<file path="src/rtl/inv_pair_calibrator.sv">
// Closed-loop strength calibrator for one up/down inverter pair: tunes the PMOS codes, then the
// NMOS codes, stepping on comparator polarity until enough reversals declare lock.
module inv_pair_calibrator #(
   parameter int CONF_BITS     = 4,
   parameter int SETTLE_CYCLES = 8,
   parameter int LOCK_FLIPS    = 3
) (
   input  logic                 CLK,
   input  logic                 RST,
   input  logic                 START,
   input  logic                 O_INVU,
   input  logic                 O_INVD,
   output logic [CONF_BITS-1:0] INVU_PCONF,
   output logic [CONF_BITS-1:0] INVU_NCONF,
   output logic [CONF_BITS-1:0] INVD_PCONF,
   output logic [CONF_BITS-1:0] INVD_NCONF,
   output logic                 BUSY,
   output logic                 DONE,
   output logic                 FAIL,
   output logic                 P_SAT,
   output logic                 N_SAT,
   output logic [2:0]           STATE
);

   localparam int SW = $clog2(SETTLE_CYCLES + 1);
   localparam int FW = $clog2(LOCK_FLIPS + 1);

   typedef enum logic [2:0] {
      ST_IDLE  = 3'd0,
      ST_CAL_P = 3'd1,
      ST_CAL_N = 3'd2,
      ST_DONE  = 3'd3,
      ST_FAIL  = 3'd4
   } state_t;

   state_t                state, next_state;
   logic [SW-1:0]         settle_cnt;
   logic [FW-1:0]         flip_cnt, flips_next;
   logic                  last_valid, last_pol;
   logic [CONF_BITS-1:0]  up_p, up_n, cur_up;
   logic                  p_sat, n_sat;
   logic                  busy_state, sample, valid, pol, flip;
   logic                  lock, at_limit, sat, step;

   // Only the up codes are stored; the down codes are their bitwise inverse by construction.
   assign INVU_PCONF = up_p;
   assign INVU_NCONF = up_n;
   assign INVD_PCONF = ~up_p;
   assign INVD_NCONF = ~up_n;
   assign P_SAT      = p_sat;
   assign N_SAT      = n_sat;

   assign busy_state = (state == ST_CAL_P) || (state == ST_CAL_N);
   assign sample     = busy_state && (settle_cnt == '0);
   assign valid      = O_INVU ^ O_INVD;
   assign pol        = O_INVU;
   assign flip       = valid && last_valid && (pol != last_pol);
   assign flips_next = flip_cnt + FW'(flip);
   assign cur_up     = (state == ST_CAL_N) ? up_n : up_p;
   assign at_limit   = pol ? (cur_up == '0) : (cur_up == '1);
   assign lock       = sample && valid && (flips_next == FW'(LOCK_FLIPS));
   assign sat        = sample && valid && !lock && at_limit;
   assign step       = sample && valid && !lock && !at_limit;

   always_ff @(posedge CLK) begin
      // NOTE: non-blocking assignments so every register updates from pre-edge values.
      if (RST) state <= ST_IDLE;
      else     state <= next_state;
   end

   always_comb begin
      // NOTE: default first so no path leaves next_state unassigned and infers a latch.
      next_state = state;
      unique case (state)
         ST_IDLE, ST_DONE, ST_FAIL: if (START) next_state = ST_CAL_P;
         ST_CAL_P: if (lock || sat) next_state = ST_CAL_N;
         ST_CAL_N: begin
            if (lock)     next_state = ST_DONE;
            else if (sat) next_state = ST_FAIL;
         end
         default: next_state = ST_IDLE;
      endcase
   end

   always_comb begin
      STATE = state;
      BUSY  = busy_state;
      DONE  = (state == ST_DONE);
      FAIL  = (state == ST_FAIL);
   end

   always_ff @(posedge CLK) begin
      if (RST) begin
         up_p       <= '1;
         up_n       <= '1;
         p_sat      <= 1'b0;
         n_sat      <= 1'b0;
         settle_cnt <= '0;
         flip_cnt   <= '0;
         last_valid <= 1'b0;
         last_pol   <= 1'b0;
      end else if (START && !busy_state) begin
         up_p       <= '1;
         up_n       <= '1;
         p_sat      <= 1'b0;
         n_sat      <= 1'b0;
         settle_cnt <= SW'(SETTLE_CYCLES);
         flip_cnt   <= '0;
         last_valid <= 1'b0;
      end else if (sample) begin
         settle_cnt <= SW'(SETTLE_CYCLES);
         if (lock || sat) begin
            // Phase ends: the next phase starts with fresh flip history.
            flip_cnt   <= '0;
            last_valid <= 1'b0;
            if (sat && state == ST_CAL_P) p_sat <= 1'b1;
            if (sat && state == ST_CAL_N) n_sat <= 1'b1;
         end else if (step) begin
            flip_cnt   <= flips_next;
            last_pol   <= pol;
            last_valid <= 1'b1;
            if (state == ST_CAL_P) up_p <= pol ? up_p - 1'b1 : up_p + 1'b1;
            else                   up_n <= pol ? up_n - 1'b1 : up_n + 1'b1;
         end
      end else if (busy_state) begin
         settle_cnt <= settle_cnt - SW'(1);
      end
   end

endmodule

</file>
<file path="config.mk">
export PLATFORM = sky130hd
export DESIGN_NAME = inv_pair_calibrator
export DESIGN_NICKNAME = d
export VERILOG_FILES = /design/src/rtl/inv_pair_calibrator.sv
export SDC_FILE = /design/constraint.sdc
export NUM_CORES = 1
export LEC_CHECK = 0
export ABC_AREA = 1
export CAP_MARGIN = 20
export CELL_PAD_IN_SITES_DETAIL_PLACEMENT = 1
export CELL_PAD_IN_SITES_GLOBAL_PLACEMENT = 2
export CORE_MARGIN = 2
export CORE_UTILIZATION = 25
export DETAILED_ROUTE_END_ITERATION = 12
export PLACE_DENSITY_LB_ADDON = 0.1
export SLEW_MARGIN = 20
export SYNTH_ARGS = -nofsm -noshare
export SYNTH_HDL_FRONTEND = slang
export SYNTH_SLANG_ARGS = --single-unit
</file>
<file path="constraint.sdc">
create_clock -name CLK -period 3.9 [get_ports CLK]
set_clock_uncertainty 0.1 [all_clocks]
set_input_delay 0.585 -clock CLK [delete_from_list [all_inputs] [get_ports CLK]]
set_output_delay 0.585 -clock CLK [all_outputs]
set_load 0.005 [all_outputs]
</file>
-- Yosys cells after proc, flatten, opt, wreduce, memory -nomap -nowiden
Cells that the tools add are included.
W data, S select, Z words.
- add/subtract/negate cells: 6
- multipliers: 0
- div/mod/pow operators: 0
- magnitude comparators: 0
- equal/unequal tests: 10
- shifts and indexed selects: 0
- mux-type cells: 16
- bitwise operators: 6
- reductions and logical operators: 31
- operator list (cell ; number):
    $mux W4 ; 6
    $mux W3 ; 4
    $reduce_and A4 Y1 ; 3
    $sub A4 B1 Y4 const B ; 3
    $logic_and A1 B1 Y1 ; 11
    $pmux W3 S3 ; 1
    $reduce_and A3 Y1 ; 3
    $add A4 B1 Y4 const B ; 2
    $logic_not A4 Y1 ; 2
    $not A4 Y4 ; 2
    $eq A3 B2 Y1 const B ; 2
    $reduce_or A3 Y1 ; 2
    $eq A4 B4 Y1 const B ; 1
    $mux W2 ; 2
    $eq A3 B1 Y1 const B ; 1
    $eq A3 B3 Y1 const B ; 1
    $logic_not A1 Y1 ; 3
    $logic_not A3 Y1 ; 1
    $mux W1 ; 3
    $ne A3 B3 Y1 const B ; 1
    $not A1 Y1 ; 3
    $reduce_bool A3 Y1 ; 1
    $add A2 B1 Y2 ; 1
    $eq A2 B2 Y1 const B ; 1
    other kinds (8) ; 9
- bits in registers: 21
- bits in latches: 0
- bits in writable memories: 0
- ROM bits: 0
- input port bits: 5
- output and inout bits: 24
- word-level logic and storage cells: 79
- memories: 0

-- Longest topological paths before layout
- depth in word-level cells: 12
- mapped depth: 15
- depth with buffers taken out: 15

-- Worst setup path after synthesis
No wires, ideal clock.
- path kind: input-to-reg
- start point: in O_INVU
- end point: reg state[1], in the netlist STATE[1]
- setup time: 115 ps
- arrival time: 1949 ps
- data required time: 3685 ps
- setup slack: 1736 ps
- stages on the path: 14
- buffers on the path: 1
- cells stage by stage: buf_6 -> nor2_2 -> nor2_2 -> nand2_1 -> nor2_1 -> ha_1 -> xor2_1 -> nand2_1 -> inv_1 -> nor2_8 -> nand3_2 -> nand2_2 -> a21oi_1 -> nor2_1
- cells in the longest elaborated chain, start to end: 12
- elaborated cells between the ends (all ways): 18
- classes of those cells: add/sub (1); eq/ne (4); mux (3); bitwise (1); reduce/logical (9)
- RTL lines (element ; RTL line ; RTL):
    start, declared ; 11 ; input logic O_INVU,
    $xor A1 B1 Y1 ; 55 ; assign valid = O_INVU ^ O_INVD;
    $logic_and A1 B1 Y1 (2 in a row) ; 57 ; assign flip = valid && last_valid && (pol != last_pol);
    $add A2 B1 Y2 ; 58 ; assign flips_next = flip_cnt + FW'(flip);
    $eq A2 B2 Y1 ; 61 ; assign lock = sample && valid && (flips_next == FW'(LOCK_FLIPS));
    $logic_and A1 B1 Y1 ; 61 ;
    $logic_not A1 Y1 ; 62 ; assign sat = sample && valid && !lock && at_limit;
    $logic_and A1 B1 Y1 (2 in a row) ; 62 ;
    $logic_or A1 B1 Y1 ; 76 ; ST_CAL_P: if (lock || sat) next_state = ST_CAL_N;
    $ne A2 B1 Y1 (no source line) ; -- ;
    $reduce_and A3 Y1 (no source line) ; -- ;
    end signal, assigned ; 68 ; else state <= next_state;
    end, declared ; 36 ; state_t state, next_state;
Several ways; a longest one is shown, not always the timed one.
A chain may end at the register's enable or synchronous reset.

-- Worst setup path in the final report
Ends and elaborated chain as after synthesis.

==> results.json <==
{
  "outcome": "complete, no violations",
  "antenna_found_initial": 0,
  "fin_setup_tns_ns": 0,
  "cp_slowest_cell": "clkdlybuf4s50_1",
  "worst_pin_slew_ns": 0.6190,
  "syn_to_final_growth_pct": 29.22,
  "timing.hold.ws_ns": 0.3703,
  "syn-num-nets": 200,
  "fillers": 634,
  "yosys_warnings": 0,
  "clk_pin_slew_ns": 0.08,
  "cts_root_buf": "clkbuf_8",
  "cts_sinks": 21,
  "dr_wl_met3_um": 146,
  "core_area_sq_um": 5172,
  "vias_per_cell": 4.514,
  "netlist_area_sq_um": 1349,
  "layout_common_cells": "nand2_1, inv_1, clkdlybuf4s50_1",
  "grt_start_max_net_pins": 16,
  "post_cts_buffers": 0,
  "io_buffers": 28,
  "final_common_cell": "nand2_1",
  "cts_buffers": 3,
  "ir_worst_vdd_v": 0.0002246,
  "grt_setup_unrepaired": "no",
  "drt-initial-drc-count": 24,
  "initial_core_util": 0.2608,
  "place.gp.congestion": 0.7211,
  "diodes": 0,
  "cts_buffer_depth": 2,
  "avgSynthCellArea_sq_um": 7.252,
  "yosysUniqueCellTypes": 26,
  "netSwitchingPower_uw": 398.9,
  "io_pins": 29,
  "required_ns": 3.97,
  "hold_path.class": "reg2reg",
  "pwr_density_cell_nw_per_um2": 516.6,
  "drive_gt1_frac": 0.08796,
  "grt_pass1_vias": 1312,
  "place_hpwl_um": 2895,
  "final_antenna_net_count": 0,
  "cp-start-kind": "primary input",
  "seq_power_share": 0.315,
  "die-area_sq_um": 5999,
  "wl_met1_um": 1673,
  "internal_power_uw": 501.6,
  "fin_nets": 231,
  "crit_top_cell": "nand2_1",
  "crit_chain": "clkdlybuf4s50_1 -> nand2_1 -> inv_1 -> nor2_2 -> nand2_1 -> nor2_1 -> ha_1 -> xor2_1 -> nand2_1 -> inv_1 -> nor2_8 -> nand3_2 -> nand2_2 -> nand3_1 -> nand2_1 -> nor2_1",
  "finalSetupViolations": 0,
  "ys_seq_area_frac": 0.3117,
  "max_freq_mhz": 346.0,
  "hold_viol_final": 0,
  "worstPathMaxFanout": 15,
  "rows": 26,
  "final_area_sq_um": 1743,
  "critical_path_class": "in2reg",
  "wl_um": 3658,
  "grt_pass1_wl_um": 6258,
  "worstSkewPairLatency_ns": 0.27,
  "pwr-share-clk": 0.165,
  "firstDrtPassIters": 4,
  "routedWlPerCell_um": 12.79,
  "via_count": 1291,
  "swShare": 0.4430,
  "cp.arrival_ns": 2.96,
  "post-route-period-util": 0.7410,
  "pwr-share-comb": 0.520,
  "drc": 0,
  "htreeDepth": 1,
  "grt_usage": 0.1307,
  "slew_viol_final": 0,
  "syn_inst": 186,
  "grt-ovfl-total": 0,
  "top_layer": "met4",
  "cts_tree": "built",
  "relSlewSlack": 0.5861,
  "route.met2.wl_um": 1775,
  "fp.dieW_um": 77.45,
  "fp.dieH_um": 77.45,
  "cts_resized": 0,
  "placed_cell_area_sq_um": 1698,
  "synth_seq_cells": 21,
  "maxCapViolCount": 0,
  "cts_hold_buf": 0,
  "leakage_uw": 0.0008073,
  "fin_crit_ns": 2.890,
  "critical_path.max_stage_delay_ns": 0.86,
  "cp-end-kind": "flip-flop"
}
[cell families (layout without fill, tap and decap cells)]
| family | count (synthesis) | in the layout | synth area share |
|---|---|---|---|
| buffers and inverters | 33 | 63 | 0.1002 |
| AO/OA/AOI/OAI | 33 | 33 | 0.1327 |
| XOR/XNOR | 7 | 7 | 0.04546 |
| adder cells (fa/ha/maj) | 9 | 9 | 0.09462 |
| flip-flops | 21 | 21 | 0.3117 |
| AND/OR/NAND/NOR | 83 | 83 | 0.3154 |
[stage by stage]
stage               worst slack (ns)    util  total power (uW)  std cells
finish                         1.010  0.3370             900.4        286
global route                  0.7058  0.3370              1001        286
CTS                           0.9969  0.3370             921.6        286
detailed placement            0.7238  0.3283             766.6        282
global placement              0.7597  0.3283             751.5        282
floorplan                      1.736       -             614.6        186
[area by class of cell]
type                            count  area, sq um  share of cell area
Clock buffer                        4        45.04             0.02584
Timing Repair Buffer               28        280.3              0.1608
Sequential cell                    21        420.4              0.2412
Multi-Input combinational cell    132        793.3              0.4551
Inverter                           31        116.4             0.06676
Tap cell                           70        87.58             0.05025
[worst max-delay path: cells and delay by family]
| family | cells | cell delay (ns) |
|---|---|---|
| xor gates and xnor gates | 1 | 0.15 |
| adders and majority gates | 1 | 0.19 |
| buffers and inverters | 3 | 1.06 |
| and+or+nand+nor | 11 | 0.96 |
[Yosys cell counts (all sizes together)]
cell	count	area (sq um)
nand2	41	171.4
inv	31	116.4
a21oi	23	122.6
nor2	23	107.6
dfxtp	21	420.4
nand3	15	122.6
o21ai	8	40.04
ha	7	87.58
xnor2	5	43.79
buf	2	18.77
fa	2	40.04
nand4	2	12.51
xor2	2	17.52
a311oi	1	8.760
nor3	1	5.000
o211ai	1	7.510
or2	1	6.260
[path summary, 6_finish.rpt]
| kind | end | slack (ns) | start | cells past startpoint |
|---|---|---|---|---|
| setup / recovery | STATE[1] | 1.01 | O_INVU | 16 |
| hold / removal | settle_cnt[0] | 0.37 | settle_cnt[0] | 2 |
| setup reg to reg | settle_cnt[2] | 1.88 | STATE[0] | 9 |
| hold reg to reg | settle_cnt[0] | 0.37 | settle_cnt[0] | 2 |
[power groups by stage]
| stage | registers [uW] | logic [uW] | clock network [uW] |
|---|---|---|---|
| global route | 291 | 544 | 166 |
| global placement | 287 | 464 | 0 |
| CTS | 285 | 481 | 156 |
| finish | 284 | 468 | 149 |
| detailed placement | 290 | 477 | 0 |
| floorplan | 282 | 332 | 0 |
[registers in the layout (all words and copies together), names as in the netlist]
| register | count |
|---|---|
| INVU_NCONF | 4 |
| STATE | 3 |
| N_SAT | 1 |
| P_SAT | 1 |
| last_pol | 1 |
| last_valid | 1 |
| settle_cnt | 4 |
| flip_cnt | 2 |
| INVU_PCONF | 4 |
[per-layer routing]
metal	vias to the layer above	track usage
met5	-	0
met4	0	0.05357
li1	648	-
met3	5	0.02558
met2	27	0.2287
met1	611	0.1558
Power figures use the tool's default switching activity.
